### src/rtl/instr_encoder.sv
// instr_encoder: write-side companion of the control decoder.
// Accepts symbolic instructions over valid/ready and encodes each one into a
// 32-bit MIPS word. The words are written one after another into
// instruction memory, so a test program or the bring-up loader can fill the
// memory in front of the datapath.
module instr_encoder #(
   parameter int ADDR_W = 6,
   parameter int DEPTH  = 64
) (
   input  logic              clk,
   input  logic              rst_n,
   input  logic              clear,
   input  logic              in_valid,
   output logic              in_ready,
   input  logic [4:0]        op_sel,
   input  logic [4:0]        rs,
   input  logic [4:0]        rt,
   input  logic [4:0]        rd,
   input  logic [4:0]        shamt,
   input  logic [5:0]        funct,
   input  logic [15:0]       imm,
   input  logic [25:0]       target,
   output logic              mem_we,
   output logic [ADDR_W-1:0] mem_addr,
   output logic [31:0]       mem_wdata,
   output logic [ADDR_W:0]   count,
   output logic              full,
   output logic              err
);

   // Opcodes understood by the control decoder
   localparam logic [5:0] OP_RTYPE   = 6'b000000;
   localparam logic [5:0] OP_LUI     = 6'b001111;
   localparam logic [5:0] OP_BITSWAP = 6'b011111;
   localparam logic [5:0] OP_LW      = 6'b100011;
   localparam logic [5:0] OP_ADDI    = 6'b001000;
   localparam logic [5:0] OP_ADDIU   = 6'b001001;
   localparam logic [5:0] OP_SW      = 6'b101011;
   localparam logic [5:0] OP_ANDI    = 6'b001100;
   localparam logic [5:0] OP_ORI     = 6'b001101;
   localparam logic [5:0] OP_XORI    = 6'b001110;
   localparam logic [5:0] OP_SLTI    = 6'b001010;
   localparam logic [5:0] OP_SLTIU   = 6'b001011;
   localparam logic [5:0] OP_B       = 6'b000011;
   localparam logic [5:0] OP_BEQ     = 6'b000100;
   localparam logic [5:0] OP_BGEZ    = 6'b000001;
   localparam logic [5:0] OP_BNE     = 6'b000101;
   localparam logic [5:0] OP_J       = 6'b000010;

   // Fill limit and the last address the pointer may reach
   localparam logic [ADDR_W:0]   DEPTH_C     = (ADDR_W + 1)'(DEPTH);
   localparam logic [ADDR_W-1:0] LAST_ADDR_C = ADDR_W'(DEPTH - 1);

   typedef enum logic [1:0] {
      IDLE,
      ENC,
      WR
   } stateT;

   stateT state;
   stateT stateNext;

   logic        accept;
   logic [4:0]  opSelQ;
   logic [4:0]  rsQ;
   logic [4:0]  rtQ;
   logic [4:0]  rdQ;
   logic [4:0]  shamtQ;
   logic [5:0]  functQ;
   logic [15:0] immQ;
   logic [25:0] targetQ;

   logic        encLegal;
   logic [31:0] encWord;
   logic [ADDR_W:0] countInc;

   assign countInc = count + 1'b1;
   assign full     = (count == DEPTH_C);

   // in_ready is forced low while reset is held, otherwise IDLE and not full
   assign in_ready = rst_n && (state == IDLE) && !full;

   // clear always wins, so a transfer is only taken when clear is low
   assign accept = in_valid && in_ready && !clear;

   // The write strobe is combinational so clear can kill it in the same cycle
   assign mem_we = (state == WR) && !clear;

   // Encode the captured fields; forced fields replace the unused inputs
   always_comb begin
      encLegal = 1'b1;
      encWord  = 32'h0000_0000;
      case (opSelQ)
         5'd0:  encWord = {OP_RTYPE, rsQ, rtQ, rdQ, shamtQ, functQ};
         5'd1:  encWord = {OP_LUI, 5'd0, rtQ, immQ};
         5'd2:  encWord = {OP_BITSWAP, rsQ, rtQ, rdQ, shamtQ, functQ};
         5'd3:  encWord = {OP_LW, rsQ, rtQ, immQ};
         5'd4:  encWord = {OP_ADDI, rsQ, rtQ, immQ};
         5'd5:  encWord = {OP_ADDIU, rsQ, rtQ, immQ};
         5'd6:  encWord = {OP_SW, rsQ, rtQ, immQ};
         5'd7:  encWord = {OP_ANDI, rsQ, rtQ, immQ};
         5'd8:  encWord = {OP_ORI, rsQ, rtQ, immQ};
         5'd9:  encWord = {OP_XORI, rsQ, rtQ, immQ};
         5'd10: encWord = {OP_SLTI, rsQ, rtQ, immQ};
         5'd11: encWord = {OP_SLTIU, rsQ, rtQ, immQ};
         5'd12: encWord = {OP_B, 5'd0, 5'd0, immQ};
         5'd13: encWord = {OP_BEQ, rsQ, rtQ, immQ};
         5'd14: encWord = {OP_BGEZ, rsQ, 5'd1, immQ};
         5'd15: encWord = {OP_BNE, rsQ, rtQ, immQ};
         5'd16: encWord = {OP_J, targetQ};
         default: begin
            encLegal = 1'b0;
            encWord  = 32'h0000_0000;
         end
      endcase
   end

   // Next-state logic for the accept / encode / write sequence
   always_comb begin
      stateNext = state;
      case (state)
         IDLE: begin
            if (accept) begin
               stateNext = ENC;
            end
         end
         ENC: begin
            stateNext = encLegal ? WR : IDLE;
         end
         WR: begin
            stateNext = IDLE;
         end
         default: begin
            stateNext = IDLE;
         end
      endcase
      if (clear) begin
         stateNext = IDLE;
      end
   end

   // State register
   always_ff @(posedge clk or negedge rst_n) begin
      if (!rst_n) begin
         state <= IDLE;
      end else begin
         state <= stateNext;
      end
   end

   // Capture all instruction fields at the moment of acceptance
   always_ff @(posedge clk or negedge rst_n) begin
      if (!rst_n) begin
         opSelQ  <= '0;
         rsQ     <= '0;
         rtQ     <= '0;
         rdQ     <= '0;
         shamtQ  <= '0;
         functQ  <= '0;
         immQ    <= '0;
         targetQ <= '0;
      end else if (accept) begin
         opSelQ  <= op_sel;
         rsQ     <= rs;
         rtQ     <= rt;
         rdQ     <= rd;
         shamtQ  <= shamt;
         functQ  <= funct;
         immQ    <= imm;
         targetQ <= target;
      end
   end

   // Load the write data during ENC for legal operations; it holds afterwards
   always_ff @(posedge clk or negedge rst_n) begin
      if (!rst_n) begin
         mem_wdata <= 32'h0000_0000;
      end else if (!clear && (state == ENC) && encLegal) begin
         mem_wdata <= encWord;
      end
   end

   // Sticky error flag for illegal operation indices
   always_ff @(posedge clk or negedge rst_n) begin
      if (!rst_n) begin
         err <= 1'b0;
      end else if (clear) begin
         err <= 1'b0;
      end else if ((state == ENC) && !encLegal) begin
         err <= 1'b1;
      end
   end

   // Advance the write pointer and word count after each completed write;
   // the pointer parks on the last address instead of wrapping
   always_ff @(posedge clk or negedge rst_n) begin
      if (!rst_n) begin
         count    <= '0;
         mem_addr <= '0;
      end else if (clear) begin
         count    <= '0;
         mem_addr <= '0;
      end else if (state == WR) begin
         count <= countInc;
         if ((countInc < DEPTH_C) && (mem_addr != LAST_ADDR_C)) begin
            mem_addr <= mem_addr + 1'b1;
         end
      end
   end

endmodule

### config.mk
export PLATFORM = sky130hd
export DESIGN_NAME = instr_encoder
export DESIGN_NICKNAME = d
export VERILOG_FILES = /design/src/rtl/instr_encoder.sv
export SDC_FILE = /design/constraint.sdc
export NUM_CORES = 1
export LEC_CHECK = 0
export ABC_AREA = 0
export CAP_MARGIN = 20
export CELL_PAD_IN_SITES_DETAIL_PLACEMENT = 0
export CELL_PAD_IN_SITES_GLOBAL_PLACEMENT = 1
export CORE_MARGIN = 2
export CORE_UTILIZATION = 37
export DETAILED_ROUTE_END_ITERATION = 7
export PLACE_DENSITY_LB_ADDON = 0.12
export SETUP_SLACK_MARGIN = 0.02
export SLEW_MARGIN = 30
export SYNTH_ARGS = -nofsm -noshare
export SYNTH_HDL_FRONTEND = slang
export SYNTH_SLANG_ARGS = --single-unit
### constraint.sdc
create_clock -name clk -period 3.4 [get_ports clk]
set_clock_uncertainty 0.05 [all_clocks]
set_input_delay 0.68 -clock clk [delete_from_list [all_inputs] [get_ports clk]]
set_output_delay 0.68 -clock clk [all_outputs]
set_load 0.005 [all_outputs]
==> flow_summary.toml, run 1 <==
[run_status]
result_of_the_run = "completed"

[clock_tree]
cts_tree = "done"
post_cts_resized = 0
cts_hold_buffers = 0
cts.clk_slew.worst_paths_ns = 0.05
cts_inserted_buffers = 17
clk_latency_ns = 0.41
htree_num_levels = 4
postCtsSetupBuffers = 0
clk_root_buffer_cell = "clkbuf_16"
clock_tree.buffer_depth = 2
cts.sinks = 121

[synth]
synth_most_common_cell = "dfrtp_1"
synth_sequential_area_ratio_pct = 53.2
postSynthCellCount = 438
syn_area_per_cell_um2 = 13.0
synth.distinct_cells = 48
synth_simple_gate_area_share_pct = 8.88
synth_compound_area_share_pct = 10.1
netlist_area_before_placement_um2 = 5700
netlist.area_leader.share_pct = 53.2
cell_type_with_the_largest_total_area_after_synthesis = "dfrtp_1"
synth_warnings = 0
number_of_enable_flip_flop_cells_after_synthesis = 0
ys_async_sr_fraction_pct = 100
synth_xor_xnor_area_share_pct = 0.923
synth-main-ff-cell = "dfrtp_1"
synth_seq_cells = 121
muxShareOfSynthArea_pct = 21.5
cells_taking_the_most_area_after_synthesis = "dfrtp_1 (53%), mux2_4 (16%), mux2i_1 (3.0%), mux2_2 (3.0%), a2bb2oi_1 (2.6%)"
netlist_top_cells_count = "dfrtp_1 (121), mux2_4 (59), nand2_1 (31)"
postSynthNetCount = 518
synth_fa_ha_area_share_pct = 0.659
combinational_family_with_the_most_area_after_synthesis = "multiplexers"

[timing]
post-route-worst-setup-slack_ns = 0.745
max_slew_margin_pct = 43.9
setup_viol = 0
maxSlewViolCount = 0
hold_ws_ns = 0.379
worst-slew-pin-transition_ns = 0.842
final_hold_viol_count = 0
maxClockFrequency_ghz = 0.377
unrepaired_setup_endpoints_after_global_routing = "false"
finalCriticalPeriod_ns = 2.65
period_share_pct = 78.1
totalNegativeSetupSlack_ns = 0

[placed_design]
detailed_place_hpwl_um = 8580
globalplace.congestion = 0.757
place_worst_setup_slack_ns = 0.737
io_buffers = 125

[final_layout]
antenna_cells_inserted = 0
final_nets = 640
fin_util_pct = 50.8
post_route_cells_drive_above_1_share_pct = 21.8
syn_to_final_growth_pct = 35.0

[global_route]
number_of_global_route_vias_before_repair = 3976
leftover_overflow_at_the_end_of_global_routing = 0
grt_pass1_wl_um = 21700
grt_max_degree = 68
grt_antenna_before_repair = 0
global_route.usage.total_pct = 17.3

[worst_setup_path]
cp-end-kind = "output port"
critPathMaxFanout = 5
crit_required_ns = 2.67
crit_path_start_kind = "flop"
cp_data_arrival_time_ns = 1.92
setup.worst_path.class = "flop to output port"

[power_and_ir_drop]
p_total_uw = 5140
leakagePower_uw = 0.00326
powerDensity_nw_per_um2 = 669
vdd.ir_drop.worst_mv = 0.376

[detailed_routing]
drt_iter0_markers = 241
num_vias = 3729
route.detailed.wl_per_inst_um = 17.0
detail_route.wirelength_um = 12900
detail_route.vias_per_cell = 4.90
remaining_drc_errors = 0
antenna_violating_nets_post_route = 0
detailedRoute.firstPassIterationCount = 4

[floorplanning]
dieArea_um2 = 16400
placeableCoreArea_um2 = 15100
floorplan.initialDensity_pct = 37.6
io_pins = 126
placementRows = 45
die_span_x_um = 128
chipHeight_um = 128

[worst_hold_path]
hold_path.class = "input pin to asynchronous set/reset pin"

[run]
drv.max_cap_violation_count = 0
## layout make-up
type	count	area, µm²
Clock buffer	20	457
Clock inverter	12	196
Fill cell	1352	7450
Inverter	6	22.5
Multi-Input combinational cell	279	2400
Sequential cell	121	3030
Tap cell	188	235
Timing Repair Buffer	135	1350
## power by group
group	internal [µW]	switching, µW	total, µW
clock network	1340	654	1990
registers	1770	252	2020
logic	760	369	1130
total	3870	1270	5140
## through the flow
stage               instances  area, µm²
floorplan                 438       5700
global placement          729       7040
detailed placement        729       7040
CTS                       761       7690
global route              761       7690
finish                    761       7690
## routing by layer
metal	GRT usage [%]	wire length, µm	vias up
li1	-	-	1811
met1	23.3	6080	1822
met2	26.2	6020	86
met3	6.51	683	10
met4	5.04	125	0
met5	0	0	-
## cells by family after synthesis
group	after synthesis
flops	121
simple gates	100
mux	91
compound gates	79
buf+inv	38
xor+xnor	6
fa+ha+maj	3
## layout by cell type, fill, tap and decap left out, types with 15 or more instances in the layout
master           synthesis  final
nand2_1                 31     31
dfrtp_1                121    121
mux2i_1                 17     17
o21ai_0                 23     23
mux2_4                  59     59
mux2_2                  15     15
clkbuf_16                0     17
nor2_1                  25     25
clkdlybuf4s50_1          0    124
a2bb2oi_1               17     17
## flip-flops by register name (all words and copies together), names as in the netlist
register and flops:
count 7, err 1, functQ 6, immQ 16
mem_addr 6, mem_wdata 32, opSelQ 5, rdQ 5
rsQ 5, rtQ 5, shamtQ 5, state 2
targetQ 26
## path summary, 6_finish.rpt
path,slack (ns),startpoint,to,cells after the start
worst max-delay path,0.75,state[1]$_DFFE_PN0P_,in_ready,3
worst min-delay path,0.38,rst_n,mem_wdata[21]$_DFFE_PN0P_,2
worst max register to register,1.22,state[1]$_DFFE_PN0P_,mem_addr[5]$_DFFE_PN0P_,4
worst min register to register,0.43,mem_wdata[16]$_DFFE_PN0P_,mem_wdata[16]$_DFFE_PN0P_,2
max in group asynchronous,1.60,rst_n,targetQ[21]$_DFFE_PN0P_,3
min in group clk,0.43,mem_wdata[16]$_DFFE_PN0P_,mem_wdata[16]$_DFFE_PN0P_,2
## worst max-delay path, stage by stage, from the launching register on
cell and delay (ns):
dfrtp_1 0.41, or3b_1 0.41, a31oi_2 0.17, clkdlybuf4s50_1 0.52
Note: power is estimated with default switching activity, not from simulation.
==> run 2, diff against run 1 <==
clock period = 2.37 ns   (was 3.4 ns; I/O delays follow)
==> flow_summary.toml, run 2 (synthesis gave the netlist of run 1 again) <==
[final_layout]
seqCellArea_um2 = 3030
largest_register_ffs = 32
antenna_cells_inserted = 0
syn_to_final_growth_pct = 36.5
multiInputGateArea_um2 = 2420
final_nets = 652
layout_common_cells = "clkdlybuf4s50_1 (122), dfrtp_1 (121), mux2_4 (59), nand2_1 (31), nor2_1 (25)"
largestRegisters = "mem_wdata: 32 flops, targetQ: 26 flops, immQ: 16 flops"
registers.top_by_ff_count = "mem_wdata"
fill_cells = 1341
layout_commonest_cell = "clkdlybuf4s50_1"
final-instance-count-excl-fill = 771
fin_util_pct = 51.3
post_route_cells_drive_above_1_share_pct = 23.5

[worst_setup_path]
crit_required_ns = 1.85
crit_path_start_kind = "flop"
ff2ff_path_depth = 5
cp_num_buf_inv = 1
cp_data_arrival_time_ns = 1.71
setup.worst_path.class = "flop to output port"
worst_r2r_startpoint = "state[1]$_DFFE_PN0P_"
cp_slowest_stage_delay_ns = 0.46
cpLargestDelayFamily = "flip-flops"
slowest_stage = "dfrtp_1"
crit-reg2reg-capture = "targetQ[4]$_DFFE_PN0P_"
worstPathCellList = "nor4_2, a31oi_4, dlygate4sd2_1"
reg2reg_setup_slack_ns = 0.26
cp-end-kind = "output port"
critPathMaxFanout = 7

[placed_design]
io_buffers = 125
globalplace.congestion = 0.760
total_placed_cells_including_tap_cells = 739
detailed_place_hpwl_um = 8900

[timing]
maxSlewViolCount = 0
max_slew_margin_pct = 52.5
period_share_pct = 94.3
maxClockFrequency_ghz = 0.448
setup_viol = 0
totalNegativeSetupSlack_ns = 0
unrepaired_setup_endpoints_after_global_routing = "false"
final_hold_viol_count = 0
finalCriticalPeriod_ns = 2.23
worst-slew-pin-transition_ns = 0.712
hold_ws_ns = 0.132

[power_and_ir_drop]
power_frac_clock_pct = 37.6
vdd.ir_drop.worst_mv = 0.535
p_sw_share_pct = 24.4
powerDensity_nw_per_um2 = 936
pwr-share-comb_pct = 23.0
p_total_uw = 7280
cellInternalPower_uw = 5510
power_switching_uw = 1770
seq_power_share_pct = 39.4
leakagePower_uw = 0.00333

[global_route]
grt_pass1_wl_um = 21500
grt_antenna_before_repair = 0
grt_max_degree = 80
global_route.usage.total_pct = 17.2
number_of_global_route_vias_before_repair = 3924
leftover_overflow_at_the_end_of_global_routing = 0

[clock_tree]
clock_tree.buffer_depth = 2
cts.clk_slew.worst_paths_ns = 0.05
cts_tree = "done"
cts_hold_buffers = 0
clk_root_buffer_cell = "clkbuf_16"
cts.sinks = 121
cts_inserted_buffers = 17
clk_latency_ns = 0.41
htree_num_levels = 4

[detailed_routing]
detailedRoute.firstPassIterationCount = 4
detail_route.wirelength_um = 13300
antenna_violating_nets_post_route = 0
route.detailed.wl_per_inst_um = 17.2
remaining_drc_errors = 0
drt_iter0_markers = 202
num_vias = 3839
detail_route.vias_per_cell = 4.98

[run]
drv.max_cap_violation_count = 0

[floorplanning]
chipHeight_um = 128
io_pins = 126
dieArea_um2 = 16400
floorplan.initialDensity_pct = 37.6
die_span_x_um = 128
placeableCoreArea_um2 = 15100
placementRows = 45

[worst_hold_path]
hold_path.class = "input pin to asynchronous set/reset pin"

[run_status]
result_of_the_run = "completed"
[run 2: cell count changes in the layout (fill, tap and decap cells not counted), sizes merged, moves of 2 or more]
cell / delta
buf: +12
clkinv: -4
clkbuf: +2
clkdlybuf4s50: -2
[run 2: worst max-delay path by stage]
| stage | start | to | cells after the start |
|---|---|---|---|
| 2_1_floorplan | rst_n | functQ[0]$_DFFE_PN0P_ | 6 |
| 4_1_cts | count[0]$_DFFE_PN0P_ | full | 5 |
| 5_1_grt | state[0]$_DFFE_PN0P_ | mem_we | 3 |
| 3_5_place_dp | rst_n | targetQ[4]$_DFFE_PN0P_ | 6 |
| 6_report | count[3]$_DFFE_PN0P_ | in_ready | 3 |
| 3_3_place_gp | clear | mem_wdata[25]$_DFFE_PN0P_ | 7 |
[run 2: what timing repair did]
action / CTS / global route
setup buffers: 2 / 0
endpoints found under the hold margin: 0 / 0
pin swaps: 1 / 0
setup endpoints to repair: 2 / 1
gates resized for setup: 4 / 1
[run 2: power by group through the flow]
stage               clock network, µW  logic [µW]  registers, µW
finish                           2740        1670           2870
global route                     2900        1840           2930
CTS                              2810        1710           2870
detailed placement                  0        1700           2900
global placement                    0        1670           2900
floorplan                           0         976           2800
[run 2: metal layers]
| layer | track usage [%] | wire length (µm) | vias up | share of wire [%] |
|---|---|---|---|---|
| li1 | - | - | 1840 | - |
| met1 | 22.4 | 5980 | 1896 | 45 |
| met2 | 27.3 | 6370 | 90 | 48 |
| met3 | 5.80 | 740 | 13 | 5.6 |
| met4 | 5.62 | 180 | 0 | 1.4 |
| met5 | 0 | 0 | - | 0 |
[run 2: stage by stage]
step	setup slack, ns	cell area, µm²
2_1_floorplan	0.387	5700
3_3_place_gp	0.132	7110
3_5_place_dp	0.110	7120
4_1_cts	0.0257	7770
5_1_grt	0.0242	7770
6_report	0.136	7770
[run 2: layout make-up]
type | instances | area share, %
Tap cell | 188 | 3.03
Inverter | 6 | 0.290
Timing Repair Buffer | 147 | 18.6
Clock inverter | 8 | 1.83
Sequential cell | 121 | 39.0
Multi-Input combinational cell | 279 | 31.1
Clock buffer | 22 | 6.23
